[src/rtl/ahb_slave_if_if.sv]
// AHB-side bus bundle between the AHB master/APB controller and ahb_slave_if.
// The slave modport is the bridge front end; the master modport drives the stimulus side.
interface ahb_slave_if_if;
    logic        hwrite;
    logic        hreadyin;
    logic [1:0]  htrans;
    logic [31:0] haddr;
    logic [31:0] hwdata;
    logic [31:0] prdata;
    logic        hready_out;
    logic        valid;
    logic [31:0] haddr_1;
    logic [31:0] haddr_2;
    logic [31:0] hwdata_1;
    logic [31:0] hwdata_2;
    logic        hwrite_reg;
    logic [2:0]  tempselx;
    logic        hreadyout;
    logic [1:0]  hresp;
    logic [31:0] hrdata;

    modport slave (
        input  hwrite, hreadyin, htrans, haddr, hwdata, prdata, hready_out,
        output valid, haddr_1, haddr_2, hwdata_1, hwdata_2, hwrite_reg,
        output tempselx, hreadyout, hresp, hrdata
    );

    modport master (
        output hwrite, hreadyin, htrans, haddr, hwdata, prdata, hready_out,
        input  valid, haddr_1, haddr_2, hwdata_1, hwdata_2, hwrite_reg,
        input  tempselx, hreadyout, hresp, hrdata
    );
endinterface

[src/rtl/ahb_slave_if.sv]
// AHB front end of the AHB-to-APB bridge: transfer qualification, address decode,
// two-deep address/data pipeline and the two-cycle ERROR response for unmapped addresses.
module ahb_slave_if #(
    parameter logic [31:0] BASE0 = 32'h8000_0000,
    parameter logic [31:0] BASE1 = 32'h8400_0000,
    parameter logic [31:0] BASE2 = 32'h8800_0000
) (
    input  logic           hclk,
    input  logic           hreset,
    ahb_slave_if_if.slave  bus
);
    localparam logic [31:0] WIN_MASK = 32'hFC00_0000;

    typedef enum logic [1:0] {ST_OK, ST_ERR1, ST_ERR2} err_state_e;

    err_state_e  err_state_q, err_state_d;
    logic [31:0] haddr_1_q, haddr_1_d;
    logic [31:0] haddr_2_q, haddr_2_d;
    logic [31:0] hwdata_1_q, hwdata_1_d;
    logic [31:0] hwdata_2_q, hwdata_2_d;
    logic        hwrite_reg_q, hwrite_reg_d;
    logic [2:0]  tempselx;
    logic        active;
    logic        hreadyout;
    logic [1:0]  hresp;

    // Windows are 64 MiB aligned, so matching the top six address bits is enough.
    always_comb begin
        tempselx = 3'b000;
        if ((bus.haddr & WIN_MASK) == BASE0)      tempselx = 3'b001;
        else if ((bus.haddr & WIN_MASK) == BASE1) tempselx = 3'b010;
        else if ((bus.haddr & WIN_MASK) == BASE2) tempselx = 3'b100;
    end

    assign active = bus.hreadyin & bus.htrans[1];

    always_comb begin
        haddr_1_d    = haddr_1_q;
        haddr_2_d    = haddr_2_q;
        hwdata_1_d   = hwdata_1_q;
        hwdata_2_d   = hwdata_2_q;
        hwrite_reg_d = hwrite_reg_q;
        if (bus.hreadyin) begin
            haddr_1_d    = bus.haddr;
            haddr_2_d    = haddr_1_q;
            hwdata_1_d   = bus.hwdata;
            hwdata_2_d   = hwdata_1_q;
            hwrite_reg_d = bus.hwrite;
        end
    end

    // ERR2 ignores whatever transfer is presented, so a stale unmapped address cannot re-arm.
    always_comb begin
        err_state_d = err_state_q;
        hresp       = 2'b00;
        hreadyout   = bus.hready_out;
        unique case (err_state_q)
            ST_OK: begin
                if (active && tempselx == 3'b000) err_state_d = ST_ERR1;
            end
            ST_ERR1: begin
                hresp       = 2'b01;
                hreadyout   = 1'b0;
                err_state_d = ST_ERR2;
            end
            ST_ERR2: begin
                hresp       = 2'b01;
                hreadyout   = 1'b1;
                err_state_d = ST_OK;
            end
            default: err_state_d = ST_OK;
        endcase
    end

    always_ff @(posedge hclk) begin
        if (hreset) begin
            err_state_q  <= ST_OK;
            haddr_1_q    <= '0;
            haddr_2_q    <= '0;
            hwdata_1_q   <= '0;
            hwdata_2_q   <= '0;
            hwrite_reg_q <= 1'b0;
        end else begin
            err_state_q  <= err_state_d;
            haddr_1_q    <= haddr_1_d;
            haddr_2_q    <= haddr_2_d;
            hwdata_1_q   <= hwdata_1_d;
            hwdata_2_q   <= hwdata_2_d;
            hwrite_reg_q <= hwrite_reg_d;
        end
    end

    assign bus.valid      = active && (tempselx != 3'b000) && (err_state_q == ST_OK);
    assign bus.tempselx   = tempselx;
    assign bus.haddr_1    = haddr_1_q;
    assign bus.haddr_2    = haddr_2_q;
    assign bus.hwdata_1   = hwdata_1_q;
    assign bus.hwdata_2   = hwdata_2_q;
    assign bus.hwrite_reg = hwrite_reg_q;
    assign bus.hreadyout  = hreadyout;
    assign bus.hresp      = hresp;
    assign bus.hrdata     = bus.prdata;
endmodule

[src/flat_wrapper.sv]
// flat-port wrapper written by rule: the top's interface ports become plain ports
module ahb_slave_if_flat 
#(
    parameter logic [31:0] BASE0 = 32'h8000_0000,
    parameter logic [31:0] BASE1 = 32'h8400_0000,
    parameter logic [31:0] BASE2 = 32'h8800_0000
)
  (hclk, hreset, bus_hwrite, bus_hreadyin, bus_htrans, bus_haddr, bus_hwdata, bus_prdata, bus_hready_out, bus_valid, bus_haddr_1, bus_haddr_2, bus_hwdata_1, bus_hwdata_2, bus_hwrite_reg, bus_tempselx, bus_hreadyout, bus_hresp, bus_hrdata);
  ahb_slave_if_if bus_i ();
  input  logic hclk;
  input  logic hreset;
  input wire logic [$bits(bus_i.hwrite)-1:0] bus_hwrite;
  input wire logic [$bits(bus_i.hreadyin)-1:0] bus_hreadyin;
  input wire logic [$bits(bus_i.htrans)-1:0] bus_htrans;
  input wire logic [$bits(bus_i.haddr)-1:0] bus_haddr;
  input wire logic [$bits(bus_i.hwdata)-1:0] bus_hwdata;
  input wire logic [$bits(bus_i.prdata)-1:0] bus_prdata;
  input wire logic [$bits(bus_i.hready_out)-1:0] bus_hready_out;
  output wire logic [$bits(bus_i.valid)-1:0] bus_valid;
  output wire logic [$bits(bus_i.haddr_1)-1:0] bus_haddr_1;
  output wire logic [$bits(bus_i.haddr_2)-1:0] bus_haddr_2;
  output wire logic [$bits(bus_i.hwdata_1)-1:0] bus_hwdata_1;
  output wire logic [$bits(bus_i.hwdata_2)-1:0] bus_hwdata_2;
  output wire logic [$bits(bus_i.hwrite_reg)-1:0] bus_hwrite_reg;
  output wire logic [$bits(bus_i.tempselx)-1:0] bus_tempselx;
  output wire logic [$bits(bus_i.hreadyout)-1:0] bus_hreadyout;
  output wire logic [$bits(bus_i.hresp)-1:0] bus_hresp;
  output wire logic [$bits(bus_i.hrdata)-1:0] bus_hrdata;
  assign bus_i.hwrite = bus_hwrite;
  assign bus_i.hreadyin = bus_hreadyin;
  assign bus_i.htrans = bus_htrans;
  assign bus_i.haddr = bus_haddr;
  assign bus_i.hwdata = bus_hwdata;
  assign bus_i.prdata = bus_prdata;
  assign bus_i.hready_out = bus_hready_out;
  assign bus_valid = bus_i.valid;
  assign bus_haddr_1 = bus_i.haddr_1;
  assign bus_haddr_2 = bus_i.haddr_2;
  assign bus_hwdata_1 = bus_i.hwdata_1;
  assign bus_hwdata_2 = bus_i.hwdata_2;
  assign bus_hwrite_reg = bus_i.hwrite_reg;
  assign bus_tempselx = bus_i.tempselx;
  assign bus_hreadyout = bus_i.hreadyout;
  assign bus_hresp = bus_i.hresp;
  assign bus_hrdata = bus_i.hrdata;
  ahb_slave_if #(.BASE0(BASE0), .BASE1(BASE1), .BASE2(BASE2)) u_core (.hclk(hclk), .hreset(hreset), .bus(bus_i));
endmodule
[config.mk]
export PLATFORM = sky130hd
export DESIGN_NAME = ahb_slave_if_flat
export DESIGN_NICKNAME = d
export VERILOG_FILES = /design/src/rtl/ahb_slave_if_if.sv /design/src/rtl/ahb_slave_if.sv /design/src/flat_wrapper.sv
export SDC_FILE = /design/constraint.sdc
export NUM_CORES = 1
export LEC_CHECK = 0
export BUFFER_PORTS_ARGS = -buffer_cell sky130_fd_sc_hd__buf_2
export CAP_MARGIN = 15
export CORE_AREA = 2 2 106 108
export CTS_BUF_LIST = sky130_fd_sc_hd__clkbuf_2
export DETAILED_ROUTE_END_ITERATION = 7
export DIE_AREA = 0 0 108 110
export PLACE_DENSITY = 0.84
export SETUP_SLACK_MARGIN = 0.05
export SYNTH_ARGS = -nofsm -noshare
export SYNTH_HDL_FRONTEND = slang
export SYNTH_SLANG_ARGS = --single-unit
[constraint.sdc]
create_clock -name hclk -period 2.9 [get_ports hclk]
set_input_delay 0.435 -clock hclk [delete_from_list [all_inputs] [get_ports hclk]]
set_output_delay 0.435 -clock hclk [all_outputs]
set_load 0.05 [all_outputs]
; Word-level counts from Yosys, hierarchy flattened
; Index checks and enable logic that the tools add are counted.
[op_classes]
bitwise_logic = 1
muxes = 7
n_eq_ne = 6
reduce_logical = 7
[ops]
columns = operator, n
row1 = equality test 6 bit (second input constant), 3
row2 = 2-to-1 mux 3 bit, 3
row3 = case mux 2 bit (2 select lines), 1
row4 = logical AND 1 bit, 3
row5 = zero test 3 bit, 1
row6 = nonzero test 3 bit, 1
row7 = equality test 2 x 1 -> 1 bit (second input constant), 1
row8 = equality test 2 bit (second input constant), 1
row9 = zero test 2 bit, 1
row10 = 2-to-1 mux 2 bit, 1
row11 = != test 2 x 1 -> 1 bit (second input constant), 1
row12 = case mux 1 bit (2 select lines), 1
row13 = OR reduction 2 bit, 1
row14 = bitwise AND 1 bit, 1
row15 = 2-to-1 mux 1 bit, 1
[word_totals]
regBits = 131
in_bits = 103

; Logic depth before layout (Yosys ltp)
[logic_depth]
word_depth = 8
ltp_mapped = 5
mapped_depth_nobuf = 5

; Worst setup path before layout
; Ideal clock, no wire load.
[synth_path]
path_kind = input port to output port
startpoint = in bus_haddr[28]
endpoint = out bus_tempselx[2]
t_arrival_ps = 2264
slack_ps = 201
cell_stages = 3
n_path_buf = 1
cell_sequence = or4b_1 -> buf_2 -> nor3b_1
[synth_via]
elab_chain_cells = 4
elab_cells_between_ends = 6
[synth_rtl]
columns = item, line_no
row1 = start: declaration, flat_wrapper.sv:15  ; input wire logic [$bits(bus_i.haddr)-1:0] bus_haddr;
row2 = equality test 6 bit, ahb_slave_if.sv:32  ; else if ((bus.haddr & WIN_MASK) == BASE2) tempselx = 3'b100;
row3 = 2-to-1 mux 3 bit, ahb_slave_if.sv:32
row4 = 2-to-1 mux 3 bit, ahb_slave_if.sv:31  ; else if ((bus.haddr & WIN_MASK) == BASE1) tempselx = 3'b010;
row5 = 2-to-1 mux 3 bit (*), ahb_slave_if.sv:30  ; if ((bus.haddr & WIN_MASK) == BASE0) tempselx = 3'b001;
row6 = end: declaration, flat_wrapper.sv:25  ; output wire logic [$bits(bus_i.tempselx)-1:0] bus_tempselx;
; Every way passes the cells marked *; elsewhere a longest branch is shown, timed or not.

; Worst setup path in the final report
[layout_path]
startpoint = in bus_haddr[28]
endpoint = out bus_tempselx[1]
[layout_via]
elab_chain_cells = 3
elab_cells_between_ends = 4
[layout_rtl]
columns = item, line_no
row1 = equality test 6 bit, ahb_slave_if.sv:31
row2 = 2-to-1 mux 3 bit, ahb_slave_if.sv:31
row3 = 2-to-1 mux 3 bit (*), ahb_slave_if.sv:30
; Marked as above.

==> results.py <==
metrics = {
    "yosys": {
        "yosysTopAreaCell": "dfxtp_1",
        "synth_mux_area_frac": 0.265,
        "yosys.area_share.xor_xnor": 0,
        "synth_compound_area_frac": 0.00606,
        "ys_types": 21,
        "postSynthAreaPerCell_sq_um": 10.4,
        "synth-simple-area-share": 0.111,
        "synth-seq-cells": 131,
        "synth_fp_nets": 581,
        "yosys.area.top_type_share": 0.530,
        "ys_top_cells_by_area": "dfxtp_1 53%, mux2i_1 26%, nor2_1 9.8%",
        "yosys_warnings": 0,
        "synth_fa_ha_area_frac": 0.00758,
        "syn_inst": 475,
        "synth_top_family_by_area": "multiplexers",
        "seq_area_frac_synth": 0.530,
        "synth_area_sq_um": 4950,
    },
    "global_routing": {
        "overflow": 0,
        "grt_max_degree": 82,
        "track_usage": 0.210,
        "grt_pass1_wl_mm": 18.9,
        "grt_pass1_vias": 4000,
        "grt_antenna_before_repair": 0,
    },
    "timing": {
        "worst_slew_pin_slew_ps": 707,
        "max-slew-margin-rel": 0.529,
        "grt_setup_unrepaired": "false",
        "period_share": 0.938,
        "period_minus_slack_ps": 2720,
        "skew_ps": 16.0,
        "tns_ps": 0,
        "slew_viol_final": 0,
        "setup_viol_count_final": 0,
        "max_clock_freq_mhz": 368,
        "hold_viol": 0,
        "finalWorstSetupSlack_ps": 180,
    },
    "floorplan": {
        "die-width_um": 108,
        "fp-row-count": 38,
        "io_pins": 271,
        "core_sq_um": 10700,
        "die-area_sq_um": 11900,
        "start_util": 0.463,
        "die_height_um": 110,
    },
    "clock_network": {
        "cts_root_buffer": "clkbuf_2",
        "clock_path_buffers": 2,
        "postCtsSetupBuffers": 0,
        "htree_levels": 4,
        "cts_tree": "built",
        "cts.reportedPaths.clkPinSlew_ps": 160,
        "cts-resized-gates": 0,
        "clkLatencyLatePin_ps": 690,
        "cts_inserted_buffers": 17,
        "cts_sinks": 131,
    },
    "routing": {
        "detail-route-antenna-nets": 0,
        "avgViaCountPerCell": 4.80,
        "drtPass1Iterations": 4,
        "drt-wirelength-per-cell_um": 14.7,
        "remaining_drc_errors": 0,
        "drt_iter0_markers": 169,
        "via_count": 4124,
        "wl_mm": 12.7,
    },
    "critical_path": {
        "critPathArrivalTime_ps": 2290,
        "critPathLaunch": "bus_haddr[28]",
        "criticalPathCategory": "primary input to output pin",
        "r2r-start": "u_core.bus.hwdata_1[27]",
        "start_kind": "primary input",
        "required_ps": 2470,
        "crit_fanout": 6,
        "worstSetupEndpointType": "output pin",
    },
    "place": {
        "dpl.hpwl_mm": 7.89,
        "preCtsSetupSlack_ps": 743,
        "port_buffers": 204,
        "routabilityCongestion": 0.804,
        "dp_cells": 758,
        "placedInstanceArea_sq_um": 5820,
    },
    "power_and_ir_drop": {
        "power.density_nw_per_um2": 568,
        "peakVddDrop_mv": 0.403,
        "p_leak_uw": 0.00355,
    },
    "hold_path": {
        "holdCritStartpoint": "bus_hreadyin",
        "hold_class": "primary input to register",
    },
    "cells_and_area": {
        "finalNonFillerCells": 859,
        "num-nets-final": 812,
        "final_cell_area_sq_um": 6750,
        "drive_above_1_share": 0.330,
        "area_delta_synth_final_pct": 36.3,
        "multiInputGateArea_sq_um": 1940,
        "n_fill_cell": 825,
        "fin_util": 0.631,
        "diodes": 0,
        "regArea_sq_um": 2620,
    },
    "status": {
        "status": "finished, final reports clean",
    },
    "job": {
        "maxCapViolations": 0,
    },
}
==> what timing repair did <==
action	in CTS	in global routing
setup endpoints to repair	0	0
hold endpoints to repair	65	1
hold buffers	68	1
==> final cells by class <==
class                      count  share of cell area
sequential                   131               0.388
tap                          140              0.0259
multi-input combinational    277               0.287
clock inverter                12              0.0206
timing repair buffer         276               0.262
inverter                       3             0.00167
clock buffer                  20              0.0148
==> metal layers <==
| layer | part of all wire | GRT usage | vias to the layer above |
|---|---|---|---|
| li1 | - | - | 1997 |
| met1 | 0.36 | 0.207 | 1911 |
| met2 | 0.51 | 0.372 | 172 |
| met3 | 0.084 | 0.0800 | 44 |
| met4 | 0.040 | 0.131 | 0 |
| met5 | 0 | 0 | - |
==> power breakdown <==
part           switching, uW  total, uW  leakage (uW)  internal (uW)
clock network            636       1110      0.000144            478
logic                    514        777       0.00233            263
registers               57.6       1950       0.00107           1890
total                   1210       3840       0.00355           2630
==> worst max-delay path, stage by stage <==
cell,delay (ps)
dlygate4sd3_1,530
buf_2,130
or4b_1,650
nor3b_1,230
buf_2,310
==> placed cells by master, fill, tap and decap left out <==
| cell | instances |
|---|---|
| a211oi_1 | 1 |
| and2_1 | 1 |
| conb_1 | 1 |
| a311oi_2 | 1 |
| dlygate4sd3_1 | 69 |
| mux2_2 | 1 |
| buf_6 | 1 |
| clkbuf_2 | 20 |
| and4_1 | 1 |
| dfxtp_1 | 131 |
| or4b_1 | 1 |
| buf_2 | 202 |
| nor3b_1 | 2 |
| clkinv_4 | 1 |
| buf_4 | 2 |
| mux2i_1 | 130 |
| clkinv_1 | 4 |
| inv_1 | 3 |
| clkinv_2 | 2 |
| nor3_1 | 2 |
| nand2b_1 | 2 |
| bufinv_16 | 3 |
| nand3_1 | 1 |
| clkinvlp_4 | 2 |
| o211ai_1 | 1 |
| ha_1 | 3 |
| buf_12 | 2 |
| nor2_1 | 129 |
==> synth_stat cells <==
master and count:
a211oi_1 1, a311oi_2 1, and2_1 1, and4_1 1
buf_1 3, buf_2 15, buf_4 33, clkbuf_1 13
conb_1 1, dfxtp_1 131, ha_1 3, inv_1 3
mux2_2 1, mux2i_1 130, nand2b_1 2, nand3_1 1
nor2_1 129, nor3_1 2, nor3b_1 2, o211ai_1 1
or4b_1 1
==> kinds of logic (layout without fill, tap and decap cells) <==
kind of cell	Yosys count	after routing
compound gates	3	3
fa+ha+maj	3	3
buf+inv	67	311
flops	131	131
mux	131	131
other cells	1	1
simple gates	139	139
==> path summary, 6_finish.rpt <==
kind / end / depth (start not counted) / slack (ps)
max: bus_tempselx[1] / 5 / 180
min: u_core.bus.hwdata_1[23] / 3 / 90
max reg2reg: u_core.bus.hwdata_1[27] / 3 / 1660
min reg2reg: u_core.bus.hwdata_2[15] / 2 / 510
==> per-stage QoR <==
step / power [uW] / hold WS (ps)
2_1_floorplan: 2610 / 468
3_3_place_gp: 2660 / 469
3_5_place_dp: 2680 / 478
4_1_cts: 3860 / 0.762
5_1_grt: 4020 / 16.6
6_report: 3840 / 91.7
Power figures use the tool's default switching activity.
